===== src/rtl/apb_cmd_master_if.sv =====
// Command, response and APB bus bundle for apb_cmd_master.
// master = the initiator block, slave = the requester plus APB peripheral side.
interface apb_cmd_master_if #(
  parameter int ADDR_W = 40
);
  logic              cmd_vld;
  logic              cmd_rdy;
  logic              cmd_write;
  logic [ADDR_W-1:0] cmd_addr;
  logic [31:0]       cmd_wdata;
  logic              rsp_vld;
  logic              rsp_rdy;
  logic [31:0]       rsp_rdata;
  logic              rsp_err;
  logic              rsp_timeout;
  logic              busy;
  logic [ADDR_W-1:0] paddr;
  logic              psel;
  logic              penable;
  logic              pwrite;
  logic [31:0]       pwdata;
  logic [31:0]       prdata;
  logic              pready;
  logic              pslverr;

  modport master (
    input  cmd_vld, cmd_write, cmd_addr, cmd_wdata, rsp_rdy, prdata, pready, pslverr,
    output cmd_rdy, rsp_vld, rsp_rdata, rsp_err, rsp_timeout, busy,
           paddr, psel, penable, pwrite, pwdata
  );

  modport slave (
    output cmd_vld, cmd_write, cmd_addr, cmd_wdata, rsp_rdy, prdata, pready, pslverr,
    input  cmd_rdy, rsp_vld, rsp_rdata, rsp_err, rsp_timeout, busy,
           paddr, psel, penable, pwrite, pwdata
  );
endinterface


===== src/rtl/apb_cmd_master.sv =====
// Command-driven APB initiator: FIFO-buffered commands issued as SETUP/ACCESS transfers.
// Command to psel in 2 edges, one transfer per 3 cycles; cmd_rdy drops when the FIFO is full.
module apb_cmd_master #(
  parameter int FIFO_DEPTH  = 4,
  parameter int TIMEOUT_CYC = 255,
  parameter int ADDR_W      = 40
) (
  input logic              pclk,
  input logic              presetn,
  apb_cmd_master_if.master bus
);
  localparam int PTR_W = $clog2(FIFO_DEPTH);
  localparam int CNT_W = $clog2(TIMEOUT_CYC + 2);
  localparam bit TO_EN = (TIMEOUT_CYC != 0);

  typedef struct packed {
    logic              write;
    logic [ADDR_W-1:0] addr;
    logic [31:0]       wdata;
  } cmd_t;

  typedef enum logic [1:0] {S_IDLE, S_SETUP, S_ACCESS, S_RESP} state_t;

  cmd_t              r_mem [FIFO_DEPTH];
  logic [PTR_W-1:0]  r_wr_ptr;
  logic [PTR_W-1:0]  r_rd_ptr;
  logic [PTR_W:0]    r_count;
  state_t            r_state;
  logic [CNT_W-1:0]  r_cnt;
  logic [ADDR_W-1:0] r_paddr;
  logic              r_psel;
  logic              r_penable;
  logic              r_pwrite;
  logic [31:0]       r_pwdata;
  logic              r_rsp_vld;
  logic [31:0]       r_rsp_rdata;
  logic              r_rsp_err;
  logic              r_rsp_timeout;

  cmd_t w_cmd_in;
  cmd_t w_head;
  logic w_full;
  logic w_empty;
  logic w_push;
  logic w_pop;

  assign w_cmd_in = {bus.cmd_write, bus.cmd_addr, bus.cmd_wdata};
  assign w_head   = r_mem[r_rd_ptr];
  assign w_full   = (r_count == (PTR_W + 1)'(FIFO_DEPTH));
  assign w_empty  = (r_count == '0);
  // full blocks a push even when a pop frees a slot in the same cycle
  assign w_push   = bus.cmd_vld & ~w_full;
  assign w_pop    = ~w_empty & ((r_state == S_IDLE) |
                                ((r_state == S_RESP) & bus.rsp_rdy));

  always_ff @(posedge pclk) begin
    if (w_push) r_mem[r_wr_ptr] <= w_cmd_in;
  end

  always_ff @(posedge pclk or negedge presetn) begin
    if (!presetn) begin
      r_wr_ptr <= '0;
      r_rd_ptr <= '0;
      r_count  <= '0;
    end else begin
      if (w_push) r_wr_ptr <= r_wr_ptr + PTR_W'(1);
      if (w_pop)  r_rd_ptr <= r_rd_ptr + PTR_W'(1);
      case ({w_push, w_pop})
        2'b10:   r_count <= r_count + (PTR_W + 1)'(1);
        2'b01:   r_count <= r_count - (PTR_W + 1)'(1);
        default: r_count <= r_count;
      endcase
    end
  end

  always_ff @(posedge pclk or negedge presetn) begin
    if (!presetn) begin
      r_state       <= S_IDLE;
      r_cnt         <= '0;
      r_paddr       <= '0;
      r_psel        <= 1'b0;
      r_penable     <= 1'b0;
      r_pwrite      <= 1'b0;
      r_pwdata      <= '0;
      r_rsp_vld     <= 1'b0;
      r_rsp_rdata   <= '0;
      r_rsp_err     <= 1'b0;
      r_rsp_timeout <= 1'b0;
    end else begin
      case (r_state)
        S_IDLE: begin
          if (!w_empty) begin
            r_paddr   <= w_head.addr;
            r_pwrite  <= w_head.write;
            r_pwdata  <= w_head.wdata;
            r_psel    <= 1'b1;
            r_penable <= 1'b0;
            r_state   <= S_SETUP;
          end
        end
        S_SETUP: begin
          r_penable <= 1'b1;
          r_cnt     <= '0;
          r_state   <= S_ACCESS;
        end
        S_ACCESS: begin
          // pready takes priority over a timeout firing in the same cycle
          if (bus.pready) begin
            r_rsp_rdata   <= r_pwrite ? 32'h0 : bus.prdata;
            r_rsp_err     <= bus.pslverr;
            r_rsp_timeout <= 1'b0;
            r_rsp_vld     <= 1'b1;
            r_psel        <= 1'b0;
            r_penable     <= 1'b0;
            r_state       <= S_RESP;
          end else begin
            r_cnt <= r_cnt + CNT_W'(1);
            if (TO_EN && (r_cnt == CNT_W'(TIMEOUT_CYC - 1))) begin
              r_rsp_rdata   <= 32'h0;
              r_rsp_err     <= 1'b1;
              r_rsp_timeout <= 1'b1;
              r_rsp_vld     <= 1'b1;
              r_psel        <= 1'b0;
              r_penable     <= 1'b0;
              r_state       <= S_RESP;
            end
          end
        end
        S_RESP: begin
          if (bus.rsp_rdy) begin
            r_rsp_vld <= 1'b0;
            if (!w_empty) begin
              r_paddr   <= w_head.addr;
              r_pwrite  <= w_head.write;
              r_pwdata  <= w_head.wdata;
              r_psel    <= 1'b1;
              r_penable <= 1'b0;
              r_state   <= S_SETUP;
            end else begin
              r_state   <= S_IDLE;
            end
          end
        end
        default: r_state <= S_IDLE;
      endcase
    end
  end

  assign bus.cmd_rdy     = ~w_full;
  assign bus.busy        = ~w_empty | (r_state != S_IDLE);
  assign bus.paddr       = r_paddr;
  assign bus.psel        = r_psel;
  assign bus.penable     = r_penable;
  assign bus.pwrite      = r_pwrite;
  assign bus.pwdata      = r_pwdata;
  assign bus.rsp_vld     = r_rsp_vld;
  assign bus.rsp_rdata   = r_rsp_rdata;
  assign bus.rsp_err     = r_rsp_err;
  assign bus.rsp_timeout = r_rsp_timeout;
endmodule


===== src/flat_wrapper.sv =====
// flat-port wrapper written by rule: the top's interface ports become plain ports
module apb_cmd_master_flat 
#(
  parameter int FIFO_DEPTH  = 4,
  parameter int TIMEOUT_CYC = 255,
  parameter int ADDR_W      = 40
)
  (pclk, presetn, bus_cmd_vld, bus_cmd_write, bus_cmd_addr, bus_cmd_wdata, bus_rsp_rdy, bus_prdata, bus_pready, bus_pslverr, bus_cmd_rdy, bus_rsp_vld, bus_rsp_rdata, bus_rsp_err, bus_rsp_timeout, bus_busy, bus_paddr, bus_psel, bus_penable, bus_pwrite, bus_pwdata);
  apb_cmd_master_if #(.ADDR_W(ADDR_W)) bus_i ();
  input logic pclk;
  input logic presetn;
  input wire logic [$bits(bus_i.cmd_vld)-1:0] bus_cmd_vld;
  input wire logic [$bits(bus_i.cmd_write)-1:0] bus_cmd_write;
  input wire logic [$bits(bus_i.cmd_addr)-1:0] bus_cmd_addr;
  input wire logic [$bits(bus_i.cmd_wdata)-1:0] bus_cmd_wdata;
  input wire logic [$bits(bus_i.rsp_rdy)-1:0] bus_rsp_rdy;
  input wire logic [$bits(bus_i.prdata)-1:0] bus_prdata;
  input wire logic [$bits(bus_i.pready)-1:0] bus_pready;
  input wire logic [$bits(bus_i.pslverr)-1:0] bus_pslverr;
  output wire logic [$bits(bus_i.cmd_rdy)-1:0] bus_cmd_rdy;
  output wire logic [$bits(bus_i.rsp_vld)-1:0] bus_rsp_vld;
  output wire logic [$bits(bus_i.rsp_rdata)-1:0] bus_rsp_rdata;
  output wire logic [$bits(bus_i.rsp_err)-1:0] bus_rsp_err;
  output wire logic [$bits(bus_i.rsp_timeout)-1:0] bus_rsp_timeout;
  output wire logic [$bits(bus_i.busy)-1:0] bus_busy;
  output wire logic [$bits(bus_i.paddr)-1:0] bus_paddr;
  output wire logic [$bits(bus_i.psel)-1:0] bus_psel;
  output wire logic [$bits(bus_i.penable)-1:0] bus_penable;
  output wire logic [$bits(bus_i.pwrite)-1:0] bus_pwrite;
  output wire logic [$bits(bus_i.pwdata)-1:0] bus_pwdata;
  assign bus_i.cmd_vld = bus_cmd_vld;
  assign bus_i.cmd_write = bus_cmd_write;
  assign bus_i.cmd_addr = bus_cmd_addr;
  assign bus_i.cmd_wdata = bus_cmd_wdata;
  assign bus_i.rsp_rdy = bus_rsp_rdy;
  assign bus_i.prdata = bus_prdata;
  assign bus_i.pready = bus_pready;
  assign bus_i.pslverr = bus_pslverr;
  assign bus_cmd_rdy = bus_i.cmd_rdy;
  assign bus_rsp_vld = bus_i.rsp_vld;
  assign bus_rsp_rdata = bus_i.rsp_rdata;
  assign bus_rsp_err = bus_i.rsp_err;
  assign bus_rsp_timeout = bus_i.rsp_timeout;
  assign bus_busy = bus_i.busy;
  assign bus_paddr = bus_i.paddr;
  assign bus_psel = bus_i.psel;
  assign bus_penable = bus_i.penable;
  assign bus_pwrite = bus_i.pwrite;
  assign bus_pwdata = bus_i.pwdata;
  apb_cmd_master #(.FIFO_DEPTH(FIFO_DEPTH), .TIMEOUT_CYC(TIMEOUT_CYC), .ADDR_W(ADDR_W)) u_core (.pclk(pclk), .presetn(presetn), .bus(bus_i));
endmodule

===== config.mk =====
export PLATFORM = sky130hd
export DESIGN_NAME = apb_cmd_master_flat
export DESIGN_NICKNAME = d
export VERILOG_FILES = /design/src/rtl/apb_cmd_master_if.sv /design/src/rtl/apb_cmd_master.sv /design/src/flat_wrapper.sv
export SDC_FILE = /design/constraint.sdc
export NUM_CORES = 1
export LEC_CHECK = 0
export ABC_AREA = 1
export BUFFER_PORTS_ARGS = -buffer_cell sky130_fd_sc_hd__buf_2
export CELL_PAD_IN_SITES_DETAIL_PLACEMENT = 2
export CELL_PAD_IN_SITES_GLOBAL_PLACEMENT = 2
export CORE_ASPECT_RATIO = 0.8
export CORE_MARGIN = 2
export CORE_UTILIZATION = 35
export DETAILED_ROUTE_END_ITERATION = 8
export GPL_ROUTABILITY_DRIVEN = 0
export GPL_TIMING_DRIVEN = 0
export PLACE_DENSITY = 0.83
export SLEW_MARGIN = 20
export SYNTH_ARGS = -nofsm -noshare
export SYNTH_HDL_FRONTEND = slang
export SYNTH_SLANG_ARGS = --single-unit

===== constraint.sdc =====
create_clock -name pclk -period 4.38 [get_ports pclk]
set_input_delay 0.876 -clock pclk [delete_from_list [all_inputs] [get_ports pclk]]
set_output_delay 0.876 -clock pclk [all_outputs]
set_load 0.03 [all_outputs]

* Yosys cells after proc, flatten, opt, wreduce, memory -nomap -nowiden
Memories as Yosys holds them, arrays and structs flattened. Index checks and enable logic that the tools add are counted. Widths: inputs -> output; s select.
Storage, ports and cells: bits in registers 128, memory bits (writable) 292, word-level logic and storage cells 91, memories 1, output and inout port bits 112
Operators by class: bitwise operators 7, eq/ne operators 11, add/subtract/negate cells 5, mux-type cells 37, reduce and logical (&&, ||, !) cells 16
Memories:
- u_core.r_mem | depth 4, bits a word 73, rd ports 1, clocked after memory_dff 0, write ports 1, line apb_cmd_master.sv:24 | cmd_t r_mem [FIFO_DEPTH];
Operators with widths (number):
- $mux 32 | 5
- $mux 40 | 2
- $pmux 40 s2 | 1
- $pmux 32 s2 | 1
- $pmux 9 s2 | 1
- $mux 1 | 16
- $reduce_bool 2->1 | 6
- $add 9x1->9 const B | 1
- $eq 9x8->1 const B | 1
- $mux 9 | 1
- $reduce_and 3->1 | 3
- $mux 2 | 4
- $pmux 2 s4 | 1
- $reduce_and 2->1 | 4
- $eq 2x2->1 const B | 3
- $ne 2x2->1 const B | 3
- $pmux 3 s2 | 1
- $add 2x1->2 const B | 2
- $eq 2x1->1 const B | 2
- $pmux 1 s2 | 2
- $pmux 1 s4 | 1
- $add 3x1->3 const B | 1
- $and 1x1->1 | 3
- $eq 3x3->1 const B | 1
- 8 further kinds | 10

* Depth between registers and ports, before layout
Gate-level depths: netlist of run 1.
word-level depth 6, mapped depth 11

* Least setup slack after synthesis of run 1
Ideal clock, no wire load.
kind input-to-reg, from in bus_cmd_vld, to mem u_core.r_mem[0][0] in the netlist's numbering (enable), setup slack -242 ps, stages on the path 2, data required time 3875 ps, arrival 4117 ps, cell sequence nand2_1 nor2_1
On the way: longest elaborated chain between the ends 3
Ends and longest elaborated chain:
- from (decl) | line flat_wrapper.sv:12 | input wire logic [$bits(bus_i.cmd_vld)-1:0] bus_cmd_vld;
- $and 1x1->1 | line apb_cmd_master.sv:52 | assign w_push = bus.cmd_vld & ~w_full;
- $mux 1 | line apb_cmd_master.sv:57 | if (w_push) r_mem[r_wr_ptr] <= w_cmd_in;
- $mux 1 (not written as such) | line apb_cmd_master.sv:57
- to (decl) | line apb_cmd_master.sv:24
No other way between the ends.

* Worst setup path after layout of run 1
from reg u_core.r_state[1], to reg u_core.r_count[2]
On the way: longest elaborated chain between the ends 6, elaborated cells between the ends (all ways) 9, those cells by class eq/ne: 3; mux: 1; bitwise: 3; reduce/logical: 2
Ends and longest elaborated chain:
- from (decl) | line apb_cmd_master.sv:28 | state_t r_state;
- from (signal assigned) | line apb_cmd_master.sv:78 | r_state <= S_IDLE;
- from (signal assigned) | line apb_cmd_master.sv:98 | r_state <= S_SETUP;
- from (signal assigned) | line apb_cmd_master.sv:104 | r_state <= S_ACCESS;
- $eq 2x2->1 | line apb_cmd_master.sv:54 | ((r_state == S_RESP) & bus.rsp_rdy));
- $and 1x1->1 | line apb_cmd_master.sv:54
- $or 1x1->1 (*) | line apb_cmd_master.sv:53 | assign w_pop = ~w_empty & ((r_state == S_IDLE) |
- $and 1x1->1 (*) | line apb_cmd_master.sv:53
- named net u_core.w_pop | line apb_cmd_master.sv:45 | logic w_pop;
- $eq 2x1->1 or $eq 2x2->1 (tied branches) | line apb_cmd_master.sv:68 | case ({w_push, w_pop})
- $pmux 3 s2 or $reduce_bool 2->1 (tied branches)
- to (signal assigned) | line apb_cmd_master.sv:69 | 2'b10: r_count <= r_count + (PTR_W + 1)'(1);
- to (signal assigned) | line apb_cmd_master.sv:70 | 2'b01: r_count <= r_count - (PTR_W + 1)'(1);
- to (signal assigned) | line apb_cmd_master.sv:71 | default: r_count <= r_count;
- to (decl) | line apb_cmd_master.sv:27 | logic [PTR_W:0] r_count;
Mark *: on every way through the listed nets, which the timed path passes. The rest lies on a longest branch. A chain may end at the register's enable or synchronous reset.

==> flow_summary.toml, run 1 <==
[placement]
place.detailed.hpwl_um = 35600
numPortBuffers = 222

[yosys]
syn_avg_cell_area_um2 = 11.8
count_of_flip_flops_with_a_built_in_enable_after_synthesis = 292
seq_area_frac_synth = 0.721
synth_nets = 1531
synth-warning-count = 0
synth_most_common_cell = "sky130_fd_sc_hd__edfxtp_1"
yosys_register_bits = 420
synth.cell_area_um2 = 16600
synth_area_leader_cell = "sky130_fd_sc_hd__edfxtp_1"
synth-main-ff-cell = "sky130_fd_sc_hd__edfxtp_1"
netlist_top_cells_area = "sky130_fd_sc_hd__edfxtp_1 (53%), sky130_fd_sc_hd__dfrtp_1 (19%), sky130_fd_sc_hd__o21ai_0 (6.1%), sky130_fd_sc_hd__nor2_1 (5.3%), sky130_fd_sc_hd__nand2_1 (4.2%)"
synth_commonest_cells = "sky130_fd_sc_hd__edfxtp_1 (292), sky130_fd_sc_hd__nor2_1 (235), sky130_fd_sc_hd__o21ai_0 (201)"
synthCells = 1407
synth_top_area_frac = 0.528
async_flop_share = 0.305
synth_cell_type_count = 31

[floorplanning]
fp.coreArea_um2 = 46900
chipHeight_um = 199
start_util = 0.354
die_area_um2 = 49200
std_cell_rows = 71
num_io_pins = 223
fp.dieW_um = 248

[critical_path]
worstPathMaxFanout = 5
reg2reg_slack_ps = 1730
startpoint_type = "register"
reg2reg_from = "u_core.r_state[1]"
cp_data_arrival_time_ps = 3090
worst_r2r_endpoint = "u_core.r_count[2]"
timing_worst_setup_path_type = "register to register"
worst-r2r-cell-count = 11
end_kind = "register"
required_ps = 4820

[power_and_ir_drop]
power_per_cell_area_nw_per_um2 = 828
p_leak_nw = 8.27
ir_worst_vdd_mv = 0.359
power_mw = 16.9

[timing]
period_share = 0.606
rsz0062_at_grt = "false"
timing.final.hold_violations = 0
finClkSkew_ps = 21.0
relSlewSlack = 0.533
final_max_slew_viol_count = 0
timing.setup.tns_ps = 0
maxClockFrequency_ghz = 0.377
crit_path_time_final_ps = 2650
setup_violations = 0
worst_slew_pin_slew_ps = 699

[global_route]
grt_max_degree = 67
grt_overflow_total = 0
via_count_of_the_first_global_routing_pass = 13200
grt_pass1_wl_um = 79300
grt_resource_usage_total = 0.215
initial_antenna_violation_count = 10

[layout]
fill_cells = 4836
area_growth_pct = 23.0
layout-drive-gt1-share = 0.229
final_net_count = 1814

[min_path]
hold_class = "primary input to asynchronous set/reset pin"

[drt]
detailroute.via_count = 11700
postRouteAntennaNets = 0
via_per_inst = 4.97
drt-total-wl_um = 52500
routed_wire_length_per_instance_um = 22.3
drt_iter0_drc = 619
drt_pre_antenna_iters = 5
post-route-drc-count = 0

[clocking]
ctsResizeCount = 0
htree_levels = 2
cell_chosen_for_the_clock_root = "sky130_fd_sc_hd__clkbuf_16"
cts_tree = "done"
clock_tree.buffer_depth = 3
cts_hold_buffers = 0
worst_setup_hold_path_clk_slew_ps = 60
cts_sinks = 420
cts_made_buffers = 44
worstSkewPairLatency_ps = 570
postCtsSetupRepairBufs = 0

[status]
status = "finished clean"

[flow_run]
timing.max_cap.violations = 0
[cells in the final DEF, fill, tap and decap left out, types with 13 or more instances in the layout]
cell type                   netlist  routed
sky130_fd_sc_hd__clkbuf_1        24      32
sky130_fd_sc_hd__nand2_1        184     184
sky130_fd_sc_hd__o21ai_1        108     108
sky130_fd_sc_hd__nor2_1         235     231
sky130_fd_sc_hd__clkbuf_16        0      45
sky130_fd_sc_hd__dfrtp_1        128     128
sky130_fd_sc_hd__o21ai_2         29      29
sky130_fd_sc_hd__edfxtp_1       292     292
sky130_fd_sc_hd__buf_4           13      13
sky130_fd_sc_hd__inv_1          109     109
sky130_fd_sc_hd__o21ai_0        201     201
sky130_fd_sc_hd__buf_2           18     239
[cell type report]
type	instances	area, um^2	share of cell area
flip-flops and latches	420	12000	0.586
multi-input cells	802	3770	0.185
repair buffers	237	1500	0.0733
clock buffers	61	1270	0.0620
well taps	620	776	0.0380
plain buffers	74	470	0.0230
inverters	111	417	0.0204
clock inverters	21	231	0.0113
diodes	5	12.5	0.000613
[flip-flops by register name, summed over array words and instances, names as in the netlist, 3 cells and up]
name	cells
u_core.bus.pwdata	32
u_core.r_mem	292
u_core.bus.paddr	40
u_core.r_cnt	9
u_core.r_count	3
u_core.bus.rsp_rdata	32
[kinds of logic (layout without fill, tap and decap cells)]
family	after synthesis	in the layout	share of synthesized area
flops	420	420	0.721
xor+xnor	4	4	0.00211
compound gates	344	344	0.111
simple gates	441	441	0.103
other cells	0	5	0
buf+inv	185	504	0.0534
fa+ha+maj	13	13	0.0102
[worst max-delay path, cell delays in order, from the launching register on]
cell and delay, ps:
sky130_fd_sc_hd__dfrtp_1 440, sky130_fd_sc_hd__ha_1 240, sky130_fd_sc_hd__inv_1 90, sky130_fd_sc_hd__o21bai_1 190
sky130_fd_sc_hd__nand2_1 200, sky130_fd_sc_hd__inv_1 190, sky130_fd_sc_hd__ha_1 190, sky130_fd_sc_hd__inv_1 90
sky130_fd_sc_hd__fa_1 440, sky130_fd_sc_hd__a21oi_1 160, sky130_fd_sc_hd__o21ai_0 120, sky130_fd_sc_hd__xor2_1 160
[power by group]
| group | internal [mW] | switching [mW] |
|---|---|---|
| registers | 5.43 | 0.459 |
| clock network | 2.32 | 1.60 |
| logic | 2.09 | 5.00 |
[stage by stage]
stage	util	setup slack, ps	cell area (um^2)	hold slack, ps	std cells
floorplan	-	-242	16600	487	1407
global placement	0.394	-3140	18500	458	2249
detailed placement	0.403	1520	18900	461	2264
CTS	0.435	1740	20400	255	2346
global route	0.435	1560	20400	279	2350
finish	0.435	1730	20400	252	2351
[worst max path at each step]
stage	start	to	slack [ps]	cells after the start
global route	u_core.r_state[1]	u_core.r_count[2]	1560	11
floorplan	bus_cmd_vld	u_core.r_mem[0][0]	-240	2
finish	u_core.r_state[1]	u_core.r_count[2]	1730	11
global placement	bus_cmd_vld	u_core.r_mem[3][46]	-3140	3
CTS	u_core.r_state[1]	u_core.r_count[2]	1740	11
detailed placement	bus_rsp_rdy	u_core.r_count[2]	1520	11
[per-layer routing]
metal  track usage  vias to the layer above  share of wire
met1         0.264                     6007           0.41
met4        0.0814                        8          0.026
met5             0                        -         0.0011
met3        0.0363                       91          0.039
li1              -                     5344              -
met2         0.379                      239           0.52
(Power assumes the default switching activity.)
==> run 2: changes to the inputs <==
--- a/config.mk
+++ b/config.mk
@@ -11,11 +11,11 @@
 export CELL_PAD_IN_SITES_GLOBAL_PLACEMENT = 2
 export CORE_ASPECT_RATIO = 0.8
 export CORE_MARGIN = 2
-export CORE_UTILIZATION = 35
+export CORE_UTILIZATION = 38
 export DETAILED_ROUTE_END_ITERATION = 8
 export GPL_ROUTABILITY_DRIVEN = 0
 export GPL_TIMING_DRIVEN = 0
-export PLACE_DENSITY = 0.83
+export PLACE_DENSITY = 0.86
 export SLEW_MARGIN = 20
 export SYNTH_ARGS = -nofsm -noshare
 export SYNTH_HDL_FRONTEND = slang
==> constraint.sdc (replaced) <==
create_clock -name pclk -period 2.5 [get_ports pclk]
set_input_delay 0.5 -clock pclk [delete_from_list [all_inputs] [get_ports pclk]]
set_output_delay 0.5 -clock pclk [all_outputs]
set_load 0.03 [all_outputs]
==> run 2 against run 1 <==
Against the previous run:
- combinational power increased by 78%
- maximum frequency increased by 15%
- highest routed layer unchanged
- flip-flop and latch count unchanged
- sequential share of layout area increased by 0.45 points
- clock skew decreased by 1.4 ps
- final cell count decreased by 2.4%
==> flow_summary.toml, run 2 (same netlist as run 1, synthesis figures left out) <==
[global_route]
grt_max_degree = 79
initial_antenna_violation_count = 8
grt_overflow_total = 0
grt_resource_usage_total = 0.243
via_count_of_the_first_global_routing_pass = 13600
grt_pass1_wl_um = 82900

[timing]
maxClockFrequency_ghz = 0.434
rsz0062_at_grt = "false"
finClkSkew_ps = 19.7
timing.final.hold_violations = 0
period_share = 0.922
final_max_slew_viol_count = 0
setup_violations = 0
timing.setup.tns_ps = 0
crit_path_time_final_ps = 2300
relSlewSlack = 0.502
worst_slew_pin_slew_ps = 745

[layout]
combined_flip_flop_and_latch_cell_area_um2 = 12000
final_net_count = 1817
mostFrequentLayoutCell = "sky130_fd_sc_hd__edfxtp_1"
area_growth_pct = 22.1
footprint_of_the_multi_input_gates_um2 = 3800
finalCoreUtilization = 0.470
layout-drive-gt1-share = 0.231
registers.top_by_ff_count = "u_core.r_mem"
fill_cells = 4372
layout_common_cells = "sky130_fd_sc_hd__edfxtp_1 (292), sky130_fd_sc_hd__buf_2 (239), sky130_fd_sc_hd__nor2_1 (231), sky130_fd_sc_hd__o21ai_0 (200), sky130_fd_sc_hd__nand2_1 (182)"
largest_register_ffs = 292

[floorplanning]
fp.coreArea_um2 = 43100
chipHeight_um = 191
start_util = 0.385
num_io_pins = 223
std_cell_rows = 68
fp.dieW_um = 238
die_area_um2 = 45400

[critical_path]
worstPathMaxFanout = 4
cp_data_arrival_time_ps = 2730
end_kind = "register"
required_ps = 2920
worst_r2r_endpoint = "u_core.r_count[2]"
reg2reg_from = "u_core.r_state[1]"
reg2reg_slack_ps = 200
worst-r2r-cell-count = 11
timing_worst_setup_path_type = "register to register"
startpoint_type = "register"

[min_path]
timing.hold.worst.start = "bus_pready"
worstHoldEndpoint = "u_core.bus.rsp_timeout"
hold_class = "primary input to register"
min_delay_path_depth = 2

[drt]
postRouteAntennaNets = 0
drt_pre_antenna_iters = 5
routed_wire_length_per_instance_um = 23.9
drt_iter0_drc = 621
via_per_inst = 5.18
detailroute.via_count = 11900
drt-total-wl_um = 54800
post-route-drc-count = 0

[clocking]
htree_levels = 2
worstSkewPairLatency_ps = 550
clock_tree.buffer_depth = 3
cts_sinks = 420
worst_setup_hold_path_clk_slew_ps = 60
cts_tree = "done"
cts_made_buffers = 44
cell_chosen_for_the_clock_root = "sky130_fd_sc_hd__clkbuf_16"

[flow_run]
timing.max_cap.violations = 0

[power_and_ir_drop]
power_per_cell_area_nw_per_um2 = 1460
ir_worst_vdd_mv = 0.601
p_leak_nw = 8.21

[status]
status = "finished clean"

[placement]
numPortBuffers = 222
place.detailed.hpwl_um = 36600
run 2: cell count changes in the layout (fill, tap and decap cells not counted), moves of 3 or more:
cell and change:
sky130_fd_sc_hd__buf_16 -4, sky130_fd_sc_hd__buf_12 +4, sky130_fd_sc_hd__inv_1 -3, sky130_fd_sc_hd__clkinv_2 -4, sky130_fd_sc_hd__inv_2 +3, sky130_fd_sc_hd__bufinv_16 -4, sky130_fd_sc_hd__clkbuf_1 +4
run 2: through the flow:
step	area, um^2	hold WS [ps]	worst slack [ps]	power, mW	instances
6_report	20300	148	196	29.5	2294
3_3_place_gp	18400	452	-1170	21.7	2189
3_5_place_dp	18800	451	-29.0	22.9	2204
2_1_floorplan	16600	204	6.14	18.0	1407
5_1_grt	20300	143	21.5	31.2	2292
4_1_cts	20200	131	14.2	29.7	2288
run 2: routing by layer:
layer / share of wire / GRT usage / routed length (um) / up-vias
li1: - / - / - / 5345
met1: 0.41 / 0.301 / 22700 / 6169
met2: 0.52 / 0.438 / 28400 / 272
met3: 0.040 / 0.0387 / 2170 / 99
met4: 0.027 / 0.0728 / 1470 / 6
met5: 0.00071 / 0 / 39 / -
run 2: area by class of cell:
type / count / share of cell area
clock inverter: 15 / 0.00525
tap: 560 / 0.0346
antenna: 6 / 0.000741
clock buffer: 66 / 0.0639
timing repair buffer: 240 / 0.0736
sequential: 420 / 0.591
buffer: 74 / 0.0232
multi-input combinational: 802 / 0.187
inverter: 111 / 0.0206
run 2: worst max path at each step:
stage | startpoint | to | slack (ps) | cells past startpoint
2_1_floorplan | u_core.r_count[0] | u_core.r_mem[0][0] | 6 | 4
3_3_place_gp | presetn | u_core.bus.paddr[14] | -1170 | 1
3_5_place_dp | u_core.r_state[1] | u_core.r_count[2] | -30 | 11
4_1_cts | u_core.r_state[1] | u_core.r_count[2] | 10 | 11
5_1_grt | u_core.r_state[0] | u_core.r_count[2] | 20 | 11
6_report | u_core.r_state[1] | u_core.r_count[2] | 200 | 11
run 2: critical path, stage by stage (launching register included):
cell                       delay, ps
sky130_fd_sc_hd__dfrtp_2         460
sky130_fd_sc_hd__ha_4            180
sky130_fd_sc_hd__inv_1            80
sky130_fd_sc_hd__o21bai_2        160
sky130_fd_sc_hd__nand2_2         110
sky130_fd_sc_hd__inv_2           100
sky130_fd_sc_hd__ha_1            160
sky130_fd_sc_hd__inv_1            80
sky130_fd_sc_hd__fa_1            450
sky130_fd_sc_hd__a21oi_1         160
sky130_fd_sc_hd__o21ai_1          90
sky130_fd_sc_hd__xor2_1          150
run 2: report_power, final:
group,total (mW),internal [mW],leakage (nW),switching (mW)
Sequential,10.4,9.53,4.29,0.872
Combinational,12.6,3.67,3.24,8.96
Clock,6.49,3.69,0.692,2.80
run 2: repair_timing:
action	in CTS	in global routing
resized for setup	2	8
hold endpoints to repair	50	0
pin swaps	0	1
setup buffers	2	0
hold buffers	1	0
setup endpoints to repair	1	1
